`config.mk`:
```
export PLATFORM = sky130hd
export DESIGN_NAME = ex_wb_stage
export DESIGN_NICKNAME = d
export VERILOG_FILES = /design/src/rtl/ex_wb_stage_pkg.sv /design/src/rtl/wb_retire_counter.sv /design/src/rtl/ex_wb_stage.sv
export SDC_FILE = /design/constraint.sdc
export NUM_CORES = 1
export LEC_CHECK = 0
export CORE_MARGIN = 2
export CORE_UTILIZATION = 32
export DETAILED_ROUTE_END_ITERATION = 6
export GPL_ROUTABILITY_DRIVEN = 0
export GPL_TIMING_DRIVEN = 0
export PLACE_DENSITY = 0.71
export SYNTH_ARGS = -nofsm -noshare
export SYNTH_HDL_FRONTEND = slang
export SYNTH_SLANG_ARGS = --single-unit
```
`constraint.sdc`:
```
create_clock -name clk_i -period 1.8 [get_ports clk_i]
set_input_delay 0.36 -clock clk_i [delete_from_list [all_inputs] [get_ports clk_i]]
set_output_delay 0.36 -clock clk_i [all_outputs]
set_load 0.05 [all_outputs]
```
`src/rtl/ex_wb_stage_pkg.sv`:
```
// Shared types and constants for the EX/WB pipeline stage.
// Holds the writeback state encoding and a register-address helper.
package ex_wb_stage_pkg;

  localparam int RF_ADDR_W = 5;
  localparam int XLEN      = 32;

  typedef enum logic [1:0] {
    WB_IDLE      = 2'd0,
    WB_WRITE     = 2'd1,
    WB_LOAD_WAIT = 2'd2
  } wb_state_e;

  function automatic logic is_x0(input logic [RF_ADDR_W-1:0] addr);
    return addr == '0;
  endfunction

endpackage

```
`src/rtl/wb_retire_counter.sv`:
```
// Wrapping retired-instruction counter: +1 per enabled cycle, rolls over
// from all-ones to zero with no saturation.
module wb_retire_counter #(
  parameter int unsigned Width = 32
) (
  input  logic             clk_i,
  input  logic             rst_ni,
  input  logic             i_en,
  output logic [Width-1:0] o_cnt
);

  logic [Width-1:0] r_cnt;

  // NOTE: sequential state is written with <= only so every flop samples
  // the pre-edge values of its inputs, independent of statement order.
  always_ff @(posedge clk_i or negedge rst_ni) begin
    if (!rst_ni) begin
      r_cnt <= '0;
    end else if (i_en) begin
      r_cnt <= r_cnt + Width'(1);
    end
  end

  assign o_cnt = r_cnt;

endmodule

```
`src/rtl/ex_wb_stage.sv`:
```
// Single-entry EX->WB pipeline register: holds one ALU/CSR result or one
// outstanding load, drives the register-file write port and ID forwarding.
module ex_wb_stage
  import ex_wb_stage_pkg::*;
#(
  parameter int unsigned RetireCntWidth = 32,
  parameter bit          SuppressX0     = 1'b1
) (
  input  logic                      clk_i,
  input  logic                      rst_ni,
  input  logic                      ex_valid_i,
  input  logic                      ex_is_load_i,
  input  logic [RF_ADDR_W-1:0]      rf_waddr_ex_i,
  input  logic [XLEN-1:0]           rf_wdata_ex_i,
  input  logic                      rf_we_ex_i,
  input  logic                      lsu_resp_valid_i,
  input  logic [XLEN-1:0]           lsu_rdata_i,
  input  logic                      lsu_load_err_i,
  output logic                      wb_ready_o,
  output logic [RF_ADDR_W-1:0]      rf_waddr_o,
  output logic [XLEN-1:0]           rf_wdata_o,
  output logic                      rf_we_o,
  output logic                      fwd_valid_o,
  output logic                      fwd_pending_o,
  output logic                      load_err_o,
  output logic                      instr_retired_o,
  output logic [RetireCntWidth-1:0] retire_cnt_o
);

  wb_state_e            r_state;
  wb_state_e            w_state_nxt;
  logic [RF_ADDR_W-1:0] r_waddr;
  logic [XLEN-1:0]      r_wdata;
  logic                 r_we;

  logic w_in_write;
  logic w_in_load;
  logic w_resp;
  logic w_resp_ok;
  logic w_accept;
  logic w_we_allowed;
  logic w_retire;

  assign w_in_write = (r_state == WB_WRITE);
  assign w_in_load  = (r_state == WB_LOAD_WAIT);

  // A response only means something while a load is actually outstanding.
  assign w_resp    = w_in_load & lsu_resp_valid_i;
  assign w_resp_ok = w_resp & ~lsu_load_err_i;

  // The completing load frees the entry in the same edge a new result lands.
  assign wb_ready_o = ~w_in_load | lsu_resp_valid_i;
  assign w_accept   = ex_valid_i & wb_ready_o;

  always_comb begin
    // NOTE: default assignment first so every path drives the signal and
    // no latch is inferred.
    w_state_nxt = WB_IDLE;
    if (w_accept) begin
      w_state_nxt = ex_is_load_i ? WB_LOAD_WAIT : WB_WRITE;
    end else if (w_in_load && !lsu_resp_valid_i) begin
      w_state_nxt = WB_LOAD_WAIT;
    end
  end

  // NOTE: the payload registers are reset as well, so rf_waddr_o and
  // rf_wdata_o show known zeros straight out of reset.
  always_ff @(posedge clk_i or negedge rst_ni) begin
    if (!rst_ni) begin
      r_state <= WB_IDLE;
      r_waddr <= '0;
      r_wdata <= '0;
      r_we    <= 1'b0;
    end else begin
      r_state <= w_state_nxt;
      if (w_accept) begin
        r_waddr <= rf_waddr_ex_i;
        r_we    <= rf_we_ex_i;
        // Load data arrives later from the LSU and bypasses this register.
        if (!ex_is_load_i) begin
          r_wdata <= rf_wdata_ex_i;
        end
      end
    end
  end

  assign w_we_allowed = r_we & ~(SuppressX0 & is_x0(r_waddr));
  assign w_retire     = w_in_write | w_resp_ok;

  assign rf_waddr_o      = r_waddr;
  assign rf_wdata_o      = w_resp ? lsu_rdata_i : r_wdata;
  assign rf_we_o         = w_we_allowed & (w_in_write | w_resp_ok);
  assign fwd_valid_o     = rf_we_o;
  assign fwd_pending_o   = w_in_load & r_we & ~is_x0(r_waddr);
  assign load_err_o      = w_resp & lsu_load_err_i;
  assign instr_retired_o = w_retire;

  wb_retire_counter #(
    .Width (RetireCntWidth)
  ) u_retire_counter (
    .clk_i  (clk_i),
    .rst_ni (rst_ni),
    .i_en   (w_retire),
    .o_cnt  (retire_cnt_o)
  );

endmodule

```
After elaboration in Yosys (flattened, before gate mapping)
Cells that the tools add are included.

$add $sub $neg: 1. Multipliers: 0. Divide/modulo/power cells: 0. Order comparisons: 0. Eq/ne operators: 2. Shift-type cells: 0. Multiplexer cells: 4. Bitwise logic cells: 14. Reduce and logical (&&, ||, !) cells: 4.

Operators by type and width (count): 32-bit by 1-bit adder with 32-bit output, second input constant (1); 32-bit two-way mux (1); 1-bit bitwise AND (8); 2-bit two-way mux (3); 5-bit zero test (1); 1-bit NOT (4); 2-bit by 1-bit equality test with 1-bit output, second input constant (1); 2-bit equality test, second input constant (1); 1-bit OR (2); 2-bit AND reduction (1); 1-bit logical AND (1); 1-bit zero test (1).

Register bits after elaboration: 72. Latch bits: 0. RAM bits: 0. Memory bits (read-only): 0. Input port bits: 76. Output and inout port bits: 75. Word-level logic and storage cells: 30. Memories: 0.

Longest topological paths before layout
Depth after elaboration: 5. Mapped depth: 7. Depth with buffers taken out: 6.

Modules after synthesis
Synthesis repeated with hierarchy kept, for this count alone.

Cell total of the unflattened synthesis: 255. Area, all modules: 3528.4 um^2.

By module, submodules not included: ex_wb_stage (times used 1, cells an instance 132, area an instance 2079.5 um^2, seq. area each 1001.0 um^2); wb_retire_counter (times used 1, cells an instance 123, area an instance 1448.9 um^2, seq. area each 800.8 um^2).

Worst setup path after synthesis
No wires, ideal clock.

Path type: register -> output. From: reg r_state[1]. To: out rf_we_o. Arrival: 1961 ps. Required time: 1440 ps. Path slack: -521 ps. Cell stages (with the launch flop): 6. Buffers on the path: 2. Cell sequence: dfrtp_1 nand2b_1 and2_1 buf_2 nor2_1 buf_4.

Word-level cells in the longest chain between the ends: 5. Elaborated cells between the ends (all ways): 6. Classes of those cells: 2 x eq/ne; 4 x bitwise.

RTL lines: start, declared (RTL line ex_wb_stage.sv:30) `wb_state_e r_state;`; start signal, assigned (RTL line ex_wb_stage.sv:75) `r_state <= w_state_nxt;`; 2-bit equality test (RTL line ex_wb_stage.sv:45) `assign w_in_load = (r_state == WB_LOAD_WAIT);`; 1-bit bitwise AND (RTL line ex_wb_stage.sv:48) `assign w_resp = w_in_load & lsu_resp_valid_i;`; 1-bit bitwise AND (RTL line ex_wb_stage.sv:49) `assign w_resp_ok = w_resp & ~lsu_load_err_i;`; 1-bit OR (*) (RTL line ex_wb_stage.sv:92) `assign rf_we_o = w_we_allowed & (w_in_write | w_resp_ok);`; 1-bit bitwise AND (*) (RTL line ex_wb_stage.sv:92); end, declared (RTL line ex_wb_stage.sv:22) `output logic rf_we_o,`.

Mark *: on every way between the ends. The rest lies on a longest branch, timed or not.

Final worst setup path
From: reg r_state[0]. To: out rf_wdata_o[13].

Word-level cells in the longest chain between the ends: 3.

RTL lines: 2-bit equality test (RTL line ex_wb_stage.sv:45); 1-bit bitwise AND (RTL line ex_wb_stage.sv:48); 32-bit two-way mux (RTL line ex_wb_stage.sv:91) `assign rf_wdata_o = w_resp ? lsu_rdata_i : r_wdata;`; end, declared (RTL line ex_wb_stage.sv:21) `output logic [XLEN-1:0] rf_wdata_o,`.

Every way passes these cells.

==> flow_metrics.py <==
metrics = {
    "sta": {
        "fmax_mhz": 472,
        "hold_viol": 0,
        "fin_hold_ws_ns": 0.475,
        "max_slew.worst_pin.slew_ns": 0.511,
        "final.setup_skew_ns": 0.0110,
        "finalCriticalPeriod_ns": 2.12,
        "drv_slew": 0,
        "fin_crit_sh_pct": 118,
        "final-setup-viol-count": 45,
        "fin_tns_setup_ns": -10.71,
        "setup_ws_ns": -0.320,
        "rsz0062_at_grt": "yes",
        "slew_headroom_pct": 66.1,
    },
    "critical_path": {
        "cp_cell_sequence": "nand3b_1, buf_6, buf_8, mux2_4, buf_8",
        "cp_max_fo": 5,
        "worstPathArrival_ns": 1.76,
        "worst_path_max_delay_cell": "dfrtp_1",
        "worst-path-buf-inv": 3,
        "critical_path.most_common_cell": "buf_8",
        "cpPeakStageDelay_ns": 0.41,
        "start_kind": "register",
        "critPathKind": "register to output port",
        "path_delay_family": "buffers and inverters",
        "required_ns": 1.44,
        "endpoint_kind": "output port",
    },
    "clock_network": {
        "clock_latency_ns": 0.35,
        "cts_max_level": 3,
        "cts_sinks": 72,
        "cts_root_buffer": "clkbuf_8",
        "numCtsBuffers": 9,
        "cts_buffer_depth": 2,
        "path_clk_slew_ns": 0.08,
        "cts_tree": "built",
    },
    "routing": {
        "num_vias": 2683,
        "drt-total-wl_um": 8760,
        "wire_per_inst_um": 15.0,
        "ant_nets": 0,
        "vias_per_cell": 4.60,
        "drc": 0,
        "drtIter0Drc": 68,
        "drt_first_pass_iters": 4,
    },
    "floorplan": {
        "initial_utilization_pct": 32.8,
        "dieArea_um2": 11400,
        "placementRows": 37,
        "dieWidth_um": 107,
        "die_y_um": 107,
        "core_um2": 10300,
        "io_pins": 151,
    },
    "status": {
        "status": "finished, violations left",
        "violations": "negative setup slack",
    },
    "finish": {
        "layout.core_utilization_pct": 57.0,
        "nNetsFinal": 519,
        "final_cells": 583,
        "final_cell_mix": "clkdlybuf4s50_1, mux2_2, dfrtp_1, buf_6, dlygate4sd2_1",
        "final_layout_size_suffix_gt1_share_pct": 46.1,
        "final_cell_area_um2": 5860,
        "area_growth_pct": 73.9,
        "antenna_cells": 0,
        "final_common_cell": "clkdlybuf4s50_1",
    },
    "place": {
        "portBuffers": 150,
        "dpl_worst_slack_ns": -1.39,
        "detailed_place_hpwl_um": 6330,
        "dpl_cell_area_um2": 5110,
        "dp.cells": 544,
    },
    "hold_path": {
        "hold_path.class": "register to register",
    },
    "yosys": {
        "yosysWarnings": 0,
        "ys_types": 30,
        "syn_avg_cell_area_um2": 13.1,
        "ys_seq_area_share_pct": 53.5,
        "syn_area_um2": 3370,
        "ys_ff_latch": 72,
        "synth_cells": 257,
        "synth_nets": 334,
    },
    "global_routing": {
        "antenna_found_initial": 0,
        "gr-total-overflow": 0,
        "grt_max_degree": 40,
        "grt_pass1_wl_um": 13800,
        "gr-usage-all-layers_pct": 15.5,
        "grt_pass1_vias": 2784,
    },
    "pwr": {
        "power_mw": 5.87,
        "leakage_nw": 2.62,
        "peakVddDrop_mv": 0.565,
        "power_density_nw_per_um2": 1000,
    },
    "job": {
        "max-cap-violations": 0,
    },
}
synthesized netlist by cell type:
| master | instances | area, um^2 |
|---|---|---|
| and3_1 | 5 | 31.3 |
| a2111oi_4 | 1 | 27.5 |
| nor3_1 | 4 | 20.0 |
| buf_4 | 2 | 15.0 |
| nand3b_1 | 1 | 7.51 |
| nor2b_1 | 1 | 6.26 |
| inv_1 | 4 | 15.0 |
| xor2_1 | 8 | 70.1 |
| nand2_1 | 18 | 67.6 |
| nor2_2 | 1 | 6.26 |
| nand3_1 | 8 | 40.0 |
| ha_1 | 1 | 12.5 |
| clkbuf_1 | 3 | 11.3 |
| xnor2_1 | 23 | 201 |
| a21oi_2 | 1 | 8.76 |
| or2_2 | 1 | 6.26 |
| nand4_4 | 1 | 21.3 |
| nor2_1 | 8 | 30.0 |
| o21ai_0 | 1 | 5.00 |
| nand4_1 | 9 | 56.3 |
| dfrtp_1 | 72 | 1800 |
| or4_1 | 1 | 7.51 |
| nor3_2 | 1 | 10.0 |
| nand2_4 | 1 | 11.3 |
| nand2b_1 | 2 | 12.5 |
| buf_2 | 5 | 25.0 |
| mux2_2 | 70 | 788 |
| nand4bb_4 | 1 | 27.5 |
| and2_1 | 2 | 12.5 |
| nor4_2 | 1 | 12.5 |
per-layer routing:
metal  routed length [um]  GRT usage [%]  up-vias
met2                 4560           26.7      100
met4                  111           5.19        0
li1                     -              -     1268
met1                 3500           18.6     1305
met3                  591           4.56       10
met5                    0              0        -
cell type report:
| type | instances | area (um^2) |
|---|---|---|
| Fill cell | 882 | 4420 |
| Timing Repair Buffer | 176 | 1810 |
| Inverter | 4 | 17.5 |
| Clock inverter | 5 | 103 |
| Clock buffer | 11 | 151 |
| Buffer | 8 | 114 |
| Multi-Input combinational cell | 171 | 1660 |
| Tap cell | 136 | 170 |
| Sequential cell | 72 | 1830 |
flip-flops by register name, indices dropped and copies added (netlist names):
name,flops
u_retire_counter.o_cnt,32
r_we,1
rf_waddr_o,5
r_wdata,32
r_state,2
where the power goes:
| part | internal (mW) | total, mW | leakage (nW) | switching [mW] |
|---|---|---|---|---|
| Clock | 0.994 | 1.60 | 0.126 | 0.602 |
| Sequential | 1.85 | 2.06 | 0.864 | 0.206 |
| Combinational | 0.950 | 2.22 | 1.63 | 1.27 |
what timing repair did:
item / 4_1_cts / 5_1_grt
endpoints found under the hold margin: 33 / 0
hold buffers: 1 / 0
cloned: 0 / 3
gates resized for setup: 345 / 24
pin swaps: 14 / 21
setup endpoints to repair: 119 / 83
setup buffers: 13 / 8
kinds of logic (layout without fill, tap and decap cells):
kind of cell	after synthesis	count (layout)	synth area share, %
flip-flops	72	72	53.5
buffers and inverters	14	204	1.97
XOR/XNOR	31	31	8.06
adder cells (fa/ha/maj)	1	1	0.371
multiplexers	70	70	23.4
AND/OR/NAND/NOR	66	66	11.5
AO/OA/AOI/OAI	3	3	1.23
path summary, 6_finish.rpt:
check | startpoint | end | slack [ns] | cells after the start
max in group asynchronous | rst_ni | r_wdata[20]$_DFFE_PN0P_ | 0.72 | 3
worst min-delay path | u_retire_counter.o_cnt[31]$_DFFE_PN0P_ | u_retire_counter.o_cnt[31]$_DFFE_PN0P_ | 0.47 | 1
worst max-delay path | r_state[0]$_DFF_PN0_ | rf_wdata_o[13] | -0.32 | 5
worst max register to register | r_state[1]$_DFF_PN0_ | u_retire_counter.o_cnt[20]$_DFFE_PN0P_ | -0.16 | 8
worst min register to register | u_retire_counter.o_cnt[31]$_DFFE_PN0P_ | u_retire_counter.o_cnt[31]$_DFFE_PN0P_ | 0.47 | 1
min in group asynchronous | rst_ni | r_wdata[8]$_DFFE_PN0P_ | 0.51 | 2
Power figures use the tool's default switching activity.
